<file path="config.mk">
export PLATFORM = sky130hd
export DESIGN_NAME = instruction_fetch_unit_flat
export DESIGN_NICKNAME = d
export VERILOG_FILES = /design/src/rtl/instruction_fetch_unit_if.sv /design/src/rtl/instruction_fetch_unit.sv /design/src/flat_wrapper.sv
export SDC_FILE = /design/constraint.sdc
export NUM_CORES = 1
export LEC_CHECK = 0
export ABC_AREA = 1
export BUFFER_PORTS_ARGS = -buffer_cell sky130_fd_sc_hd__clkbuf_2
export CORE_ASPECT_RATIO = 2
export CORE_MARGIN = 2
export CORE_UTILIZATION = 45
export CTS_CLUSTER_SIZE = 24
export DETAILED_ROUTE_END_ITERATION = 10
export PLACE_DENSITY = 0.74
export SLEW_MARGIN = 10
export SYNTH_ARGS = -nofsm -noshare
export SYNTH_HDL_FRONTEND = slang
export SYNTH_SLANG_ARGS = --single-unit
</file>
<file path="constraint.sdc">
create_clock -name clk -period 5.2 [get_ports clk]
set_input_delay 0.52 -clock clk [delete_from_list [all_inputs] [get_ports clk]]
set_output_delay 0.52 -clock clk [all_outputs]
set_load 0.02 [all_outputs]
</file>
<file path="src/rtl/instruction_fetch_unit_if.sv">
// Fetch-stage bus: hazard/branch controls, instruction memory port
// and the IF/ID pipeline register outputs.
interface instruction_fetch_unit_if;
    logic        stall;
    logic        branch_taken;
    logic [31:0] branch_target;
    logic [31:0] PC;
    logic [31:0] imem_instr;
    logic        if_id_valid;
    logic [31:0] if_id_pc;
    logic [31:0] if_id_pc4;
    logic [31:0] if_id_instr;
    logic        fault;
    logic [31:0] fetch_count;

    modport master (
        output stall, branch_taken, branch_target, imem_instr,
        input  PC, if_id_valid, if_id_pc, if_id_pc4, if_id_instr,
        input  fault, fetch_count
    );

    modport slave (
        input  stall, branch_taken, branch_target, imem_instr,
        output PC, if_id_valid, if_id_pc, if_id_pc4, if_id_instr,
        output fault, fetch_count
    );
endinterface

</file>
<file path="src/rtl/instruction_fetch_unit.sv">
// Fetch stage: owns the PC, captures instruction memory output into IF/ID,
// handles stall, branch redirect/flush and sticky illegal-address faults.
module instruction_fetch_unit #(
    parameter logic [31:0] RESET_PC   = 32'h0000_0000,
    parameter int          IMEM_WORDS = 32,
    parameter logic [31:0] NOP_INSTR  = 32'h0000_0013
) (
    input logic                     clk,
    input logic                     reset,
    instruction_fetch_unit_if.slave bus
);
    localparam logic [1:0] S_BOOT  = 2'd0;
    localparam logic [1:0] S_RUN   = 2'd1;
    localparam logic [1:0] S_FAULT = 2'd2;

    localparam logic [32:0] LAST_PC = 33'(IMEM_WORDS * 4 - 4);

    logic [1:0]  r_state;
    logic [31:0] r_pc;
    logic        r_valid;
    logic [31:0] r_if_pc;
    logic [31:0] r_if_pc4;
    logic [31:0] r_if_instr;
    logic        r_fault;
    logic [31:0] r_count;

    logic [32:0] w_seq33;
    logic        w_seq_bad;
    logic        w_tgt_bad;

    // 33-bit sums so a wrap past 2^32 counts as out of range
    assign w_seq33   = {1'b0, r_pc} + 33'd4;
    assign w_seq_bad = w_seq33 > LAST_PC;
    assign w_tgt_bad = (bus.branch_target[1:0] != 2'b00) ||
                       ({1'b0, bus.branch_target} > LAST_PC);

    always_ff @(posedge clk or posedge reset) begin
        if (reset) begin
            r_state    <= S_BOOT;
            r_pc       <= RESET_PC;
            r_valid    <= 1'b0;
            r_if_pc    <= 32'd0;
            r_if_pc4   <= 32'd0;
            r_if_instr <= NOP_INSTR;
            r_fault    <= 1'b0;
            r_count    <= 32'd0;
        end else begin
            unique case (r_state)
                S_BOOT: r_state <= S_RUN;
                S_RUN: begin
                    if (bus.branch_taken) begin
                        r_valid    <= 1'b0;
                        r_if_instr <= NOP_INSTR;
                        if (w_tgt_bad) begin
                            r_state <= S_FAULT;
                            r_fault <= 1'b1;
                        end else begin
                            r_pc <= bus.branch_target;
                        end
                    end else if (!bus.stall) begin
                        r_valid    <= 1'b1;
                        r_if_pc    <= r_pc;
                        r_if_pc4   <= w_seq33[31:0];
                        r_if_instr <= bus.imem_instr;
                        r_count    <= r_count + 32'd1;
                        if (w_seq_bad) begin
                            r_state <= S_FAULT;
                            r_fault <= 1'b1;
                        end else begin
                            r_pc <= w_seq33[31:0];
                        end
                    end
                end
                S_FAULT: r_valid <= 1'b0;
                default: r_state <= S_FAULT;
            endcase
        end
    end

    assign bus.PC          = r_pc;
    assign bus.if_id_valid = r_valid;
    assign bus.if_id_pc    = r_if_pc;
    assign bus.if_id_pc4   = r_if_pc4;
    assign bus.if_id_instr = r_if_instr;
    assign bus.fault       = r_fault;
    assign bus.fetch_count = r_count;
endmodule

</file>
<file path="src/flat_wrapper.sv">
// flat-port wrapper written by rule: the top's interface ports become plain ports
module instruction_fetch_unit_flat 
#(
    parameter logic [31:0] RESET_PC   = 32'h0000_0000,
    parameter int          IMEM_WORDS = 32,
    parameter logic [31:0] NOP_INSTR  = 32'h0000_0013
)
  (clk, reset, bus_stall, bus_branch_taken, bus_branch_target, bus_imem_instr, bus_PC, bus_if_id_valid, bus_if_id_pc, bus_if_id_pc4, bus_if_id_instr, bus_fault, bus_fetch_count);
  instruction_fetch_unit_if bus_i ();
  input logic clk;
  input logic reset;
  input wire logic [$bits(bus_i.stall)-1:0] bus_stall;
  input wire logic [$bits(bus_i.branch_taken)-1:0] bus_branch_taken;
  input wire logic [$bits(bus_i.branch_target)-1:0] bus_branch_target;
  input wire logic [$bits(bus_i.imem_instr)-1:0] bus_imem_instr;
  output wire logic [$bits(bus_i.PC)-1:0] bus_PC;
  output wire logic [$bits(bus_i.if_id_valid)-1:0] bus_if_id_valid;
  output wire logic [$bits(bus_i.if_id_pc)-1:0] bus_if_id_pc;
  output wire logic [$bits(bus_i.if_id_pc4)-1:0] bus_if_id_pc4;
  output wire logic [$bits(bus_i.if_id_instr)-1:0] bus_if_id_instr;
  output wire logic [$bits(bus_i.fault)-1:0] bus_fault;
  output wire logic [$bits(bus_i.fetch_count)-1:0] bus_fetch_count;
  assign bus_i.stall = bus_stall;
  assign bus_i.branch_taken = bus_branch_taken;
  assign bus_i.branch_target = bus_branch_target;
  assign bus_i.imem_instr = bus_imem_instr;
  assign bus_PC = bus_i.PC;
  assign bus_if_id_valid = bus_i.if_id_valid;
  assign bus_if_id_pc = bus_i.if_id_pc;
  assign bus_if_id_pc4 = bus_i.if_id_pc4;
  assign bus_if_id_instr = bus_i.if_id_instr;
  assign bus_fault = bus_i.fault;
  assign bus_fetch_count = bus_i.fetch_count;
  instruction_fetch_unit #(.RESET_PC(RESET_PC), .IMEM_WORDS(IMEM_WORDS), .NOP_INSTR(NOP_INSTR)) u_core (.clk(clk), .reset(reset), .bus(bus_i));
endmodule
</file>
==> impl_metrics.csv <==
group,metric,value,unit
status,status,"complete, no violations",
cts,ctsResizeCount,0,
drt,drc,0,
cts,cts.htree.levels,4,
logic_synthesis,syn_avg_cell_area,8.567,um2
drt,via_per_inst,5.136,
place,placement.io_buffers,229,
critical_path,r2r_setup_slack,2190,ps
timing,max_slew_margin,31.45,%
timing,max_freq,0.3327,GHz
global_routing,grt_overflow_total,0,
place,place_inst,1282,
critical_path,endpoint,"u_core.bus.PC[18]$_DFFE_PP0P_",
timing,rsz0062_at_grt,"false",
cts,clock_path_buffers,2,
critical_path,critPathLaunchType,"register",
timing,finalCritPeriodShare,57.80,%
logic_synthesis,synth_flop_cell,"dfrtp_1",
logic_synthesis,syn_nets,945,
global_routing,grt_pass1_vias,6645,
die,core_area,16270,um2
pwr,swShare,22.03,%
die,rows,66,
logic_synthesis,syn_area,7487,um2
pwr,power_frac_comb,3.2,%
place,gp_congestion,0.8977,
logic_synthesis,synth_edf_count,0,
die,pin_count,230,
die,die_w,95.21,um
drt,antenna_left,0,
logic_synthesis,seq_area_frac_synth,54.19,%
timing,drv_slew,0,
hold_path,hold_class,"input pin to async pin",
logic_synthesis,synthArstFlopShare,100.0,%
global_routing,grt_pass1_wl,33730,um
final_layout,antennaDiodeCount,0,
final_layout,fin_area,9365,um2
logic_synthesis,synth_cell_types,37,
timing,whs,306.9,ps
pwr,p_total,2.596,mW
final_layout,mostFrequentLayoutCell,"nand2_1",
global_routing,track_usage,24.62,%
global_routing,grt_antenna_before_repair,0,
cts,cts.clk_slew.worst_paths,70,ps
timing,fin_crit,3005,ps
cts,clkSinkCount,162,
final_layout,final_cell_mix,"nand2_1 (260), clkbuf_2 (229), dfrtp_1 (159)",
drt,first_pass_iters,5,
pwr,peakVddDrop,177.6,uV
pwr,power_density,277.2,nW/um2
drt,drt_iter0_drc,348,
pwr,p_int,2.025,mW
critical_path,worstPathRequired,5510,ps
pwr,leakagePower,5.089,nW
place,dp_hpwl,16230,um
final_layout,drive_gt1_share,26.49,%
timing,hold_viol_final,0,
critical_path,endpoint_kind,"register",
final_layout,layout.nets,1168,
timing,setup_viol,0,
final_layout,post_layout_nonfiller_instances,1314,
critical_path,crit_fanout,30,
cts,cts_tree,"yes",
critical_path,worstPathArrival,3310,ps
cts,cts-hold-fix-buffers,0,
critical_path,path_class,"register to register",
logic_synthesis,ys_warn_count,0,
cts,cts_buffers,17,
die,start_util,46.02,%
critical_path,r2r-end,"u_core.bus.PC[18]$_DFFE_PP0P_",
place,place_area,8777,um2
run,maxCapViolCount,0,
final_layout,syn_to_final_growth,25.08,%
pwr,clock_power_share,47.9,%
global_routing,grt_max_degree,114,
logic_synthesis,yosys_register_bits,162,
timing,tightest_slew,1028,ps
critical_path,startpoint,"u_core.bus.PC[2]$_DFFE_PP0P_",
logic_synthesis,synthesis.instances,874,
cts,clkLatencyLatePin,420,ps
drt,num_vias,6749,
pwr,p_sw,0.5719,mW
critical_path,ff2ff_path_depth,16,
die,die-area,17750,um2
timing,skew,10.94,ps
die,die_h,186.4,um
pwr,seq_power_share,48.9,%
cts,cts.root.buffer_cell,"clkbuf_16",
critical_path,reg2reg_from,"u_core.bus.PC[2]$_DFFE_PP0P_",
drt,wl,21440,um
timing,setup_tns,0,ps
cts,postCtsSetupRepairBufs,0,
drt,wire_per_inst,16.32,um
-- per-layer routing --
layer  global-route usage, %  vias up  share of wire, %
met5                       0        -                 0
met4                   12.99        0               4.5
met3                   4.158       63               4.8
met2                   44.28      236                55
met1                   26.56     3196                36
li1                        -     3254                 -
-- how the worst min path moves through the flow --
stage	endpoint
2_1_floorplan	u_core.r_state[1]$_DFFE_PP0P_
3_3_place_gp	u_core.bus.fault$_DFFE_PP0P_
3_5_place_dp	u_core.bus.fault$_DFFE_PP0P_
4_1_cts	u_core.bus.if_id_instr[24]$_DFFE_PP0P_
5_1_grt	u_core.bus.if_id_instr[24]$_DFFE_PP0P_
6_report	u_core.bus.fetch_count[19]$_DFFE_PP0P_
-- kinds of logic after synthesis --
group / after synthesis / share of synthesized area, %
XOR/XNOR: 34 / 3.977
flip-flops: 162 / 54.19
AO/OA/AOI/OAI: 102 / 8.573
buffers and inverters: 134 / 7.219
AND/OR/NAND/NOR: 439 / 25.53
adder cells (fa/ha/maj): 3 / 0.5014
-- cell type report --
| type | instances | area (um2) |
|---|---|---|
| Clock inverter | 13 | 135.1 |
| Tap cell | 204 | 255.2 |
| Clock buffer | 19 | 452.9 |
| Inverter | 105 | 399.1 |
| Multi-Input combinational cell | 578 | 2889 |
| Timing Repair Buffer | 233 | 1176 |
| Sequential cell | 162 | 4058 |
| Fill cell | 1527 | 6903 |
-- synth_stat cells, types with 4 or more instances --
| cell | instances | area share (%) |
|---|---|---|
| nand4_1 | 24 | 2.0 |
| nand2_1 | 260 | 13 |
| nand2_2 | 5 | 0.42 |
| a31oi_1 | 7 | 0.58 |
| xnor2_1 | 11 | 1.3 |
| nor3_1 | 8 | 0.53 |
| nor4_1 | 10 | 0.84 |
| buf_4 | 4 | 0.40 |
| a22o_1 | 29 | 3.4 |
| dfrtp_1 | 159 | 53 |
| nor2_4 | 5 | 0.75 |
| xor2_1 | 23 | 2.7 |
| nor2_1 | 77 | 3.9 |
| nor2_2 | 5 | 0.42 |
| nand3_1 | 33 | 2.2 |
| inv_1 | 102 | 5.1 |
| clkbuf_1 | 20 | 1.0 |
| o21ai_0 | 60 | 4.0 |
-- critical path: stages, from the launching register on --
cell and delay (ps):
dfrtp_1 500, ha_1 270, nand2_2 100, nor2_4 200
nand3_1 210, inv_1 120, nand2_1 60, nand2_1 80
nand2_1 70, nor2_1 130, nand3_1 90, nor2_1 230
nand3_2 160, nand2_4 130, nand3_4 300, nand2_1 170
inv_1 60
-- sequential cells by signal, indices dropped and copies added, names as in the netlist --
| signal | cells |
|---|---|
| u_core.bus.if_id_valid | 1 |
| u_core.bus.fetch_count | 32 |
| u_core.bus.PC | 32 |
| u_core.bus.if_id_instr | 32 |
| u_core.r_state | 2 |
| u_core.bus.fault | 1 |
| u_core.bus.if_id_pc | 30 |
| u_core.bus.if_id_pc4 | 32 |
-- stage by stage --
stage / utilization (%) / setup slack [ps]
6_report: 57.57 / 2195
5_1_grt: 57.57 / 1904
4_1_cts: 57.57 / 2234
3_5_place_dp: 53.95 / 2164
3_3_place_gp: 53.95 / 2228
2_1_floorplan: - / 308.3
-- power by group through the flow --
stage          clock network [mW]  logic [mW]  registers (mW)
4_1_cts                      1.27      0.0852            1.27
5_1_grt                      1.32      0.0929            1.27
3_3_place_gp                    0      0.0841            1.29
6_report                     1.24      0.0831            1.27
2_1_floorplan                   0      0.0355            1.30
3_5_place_dp                    0      0.0849            1.29
No activity file was read; power rests on OpenSTA's default activity.
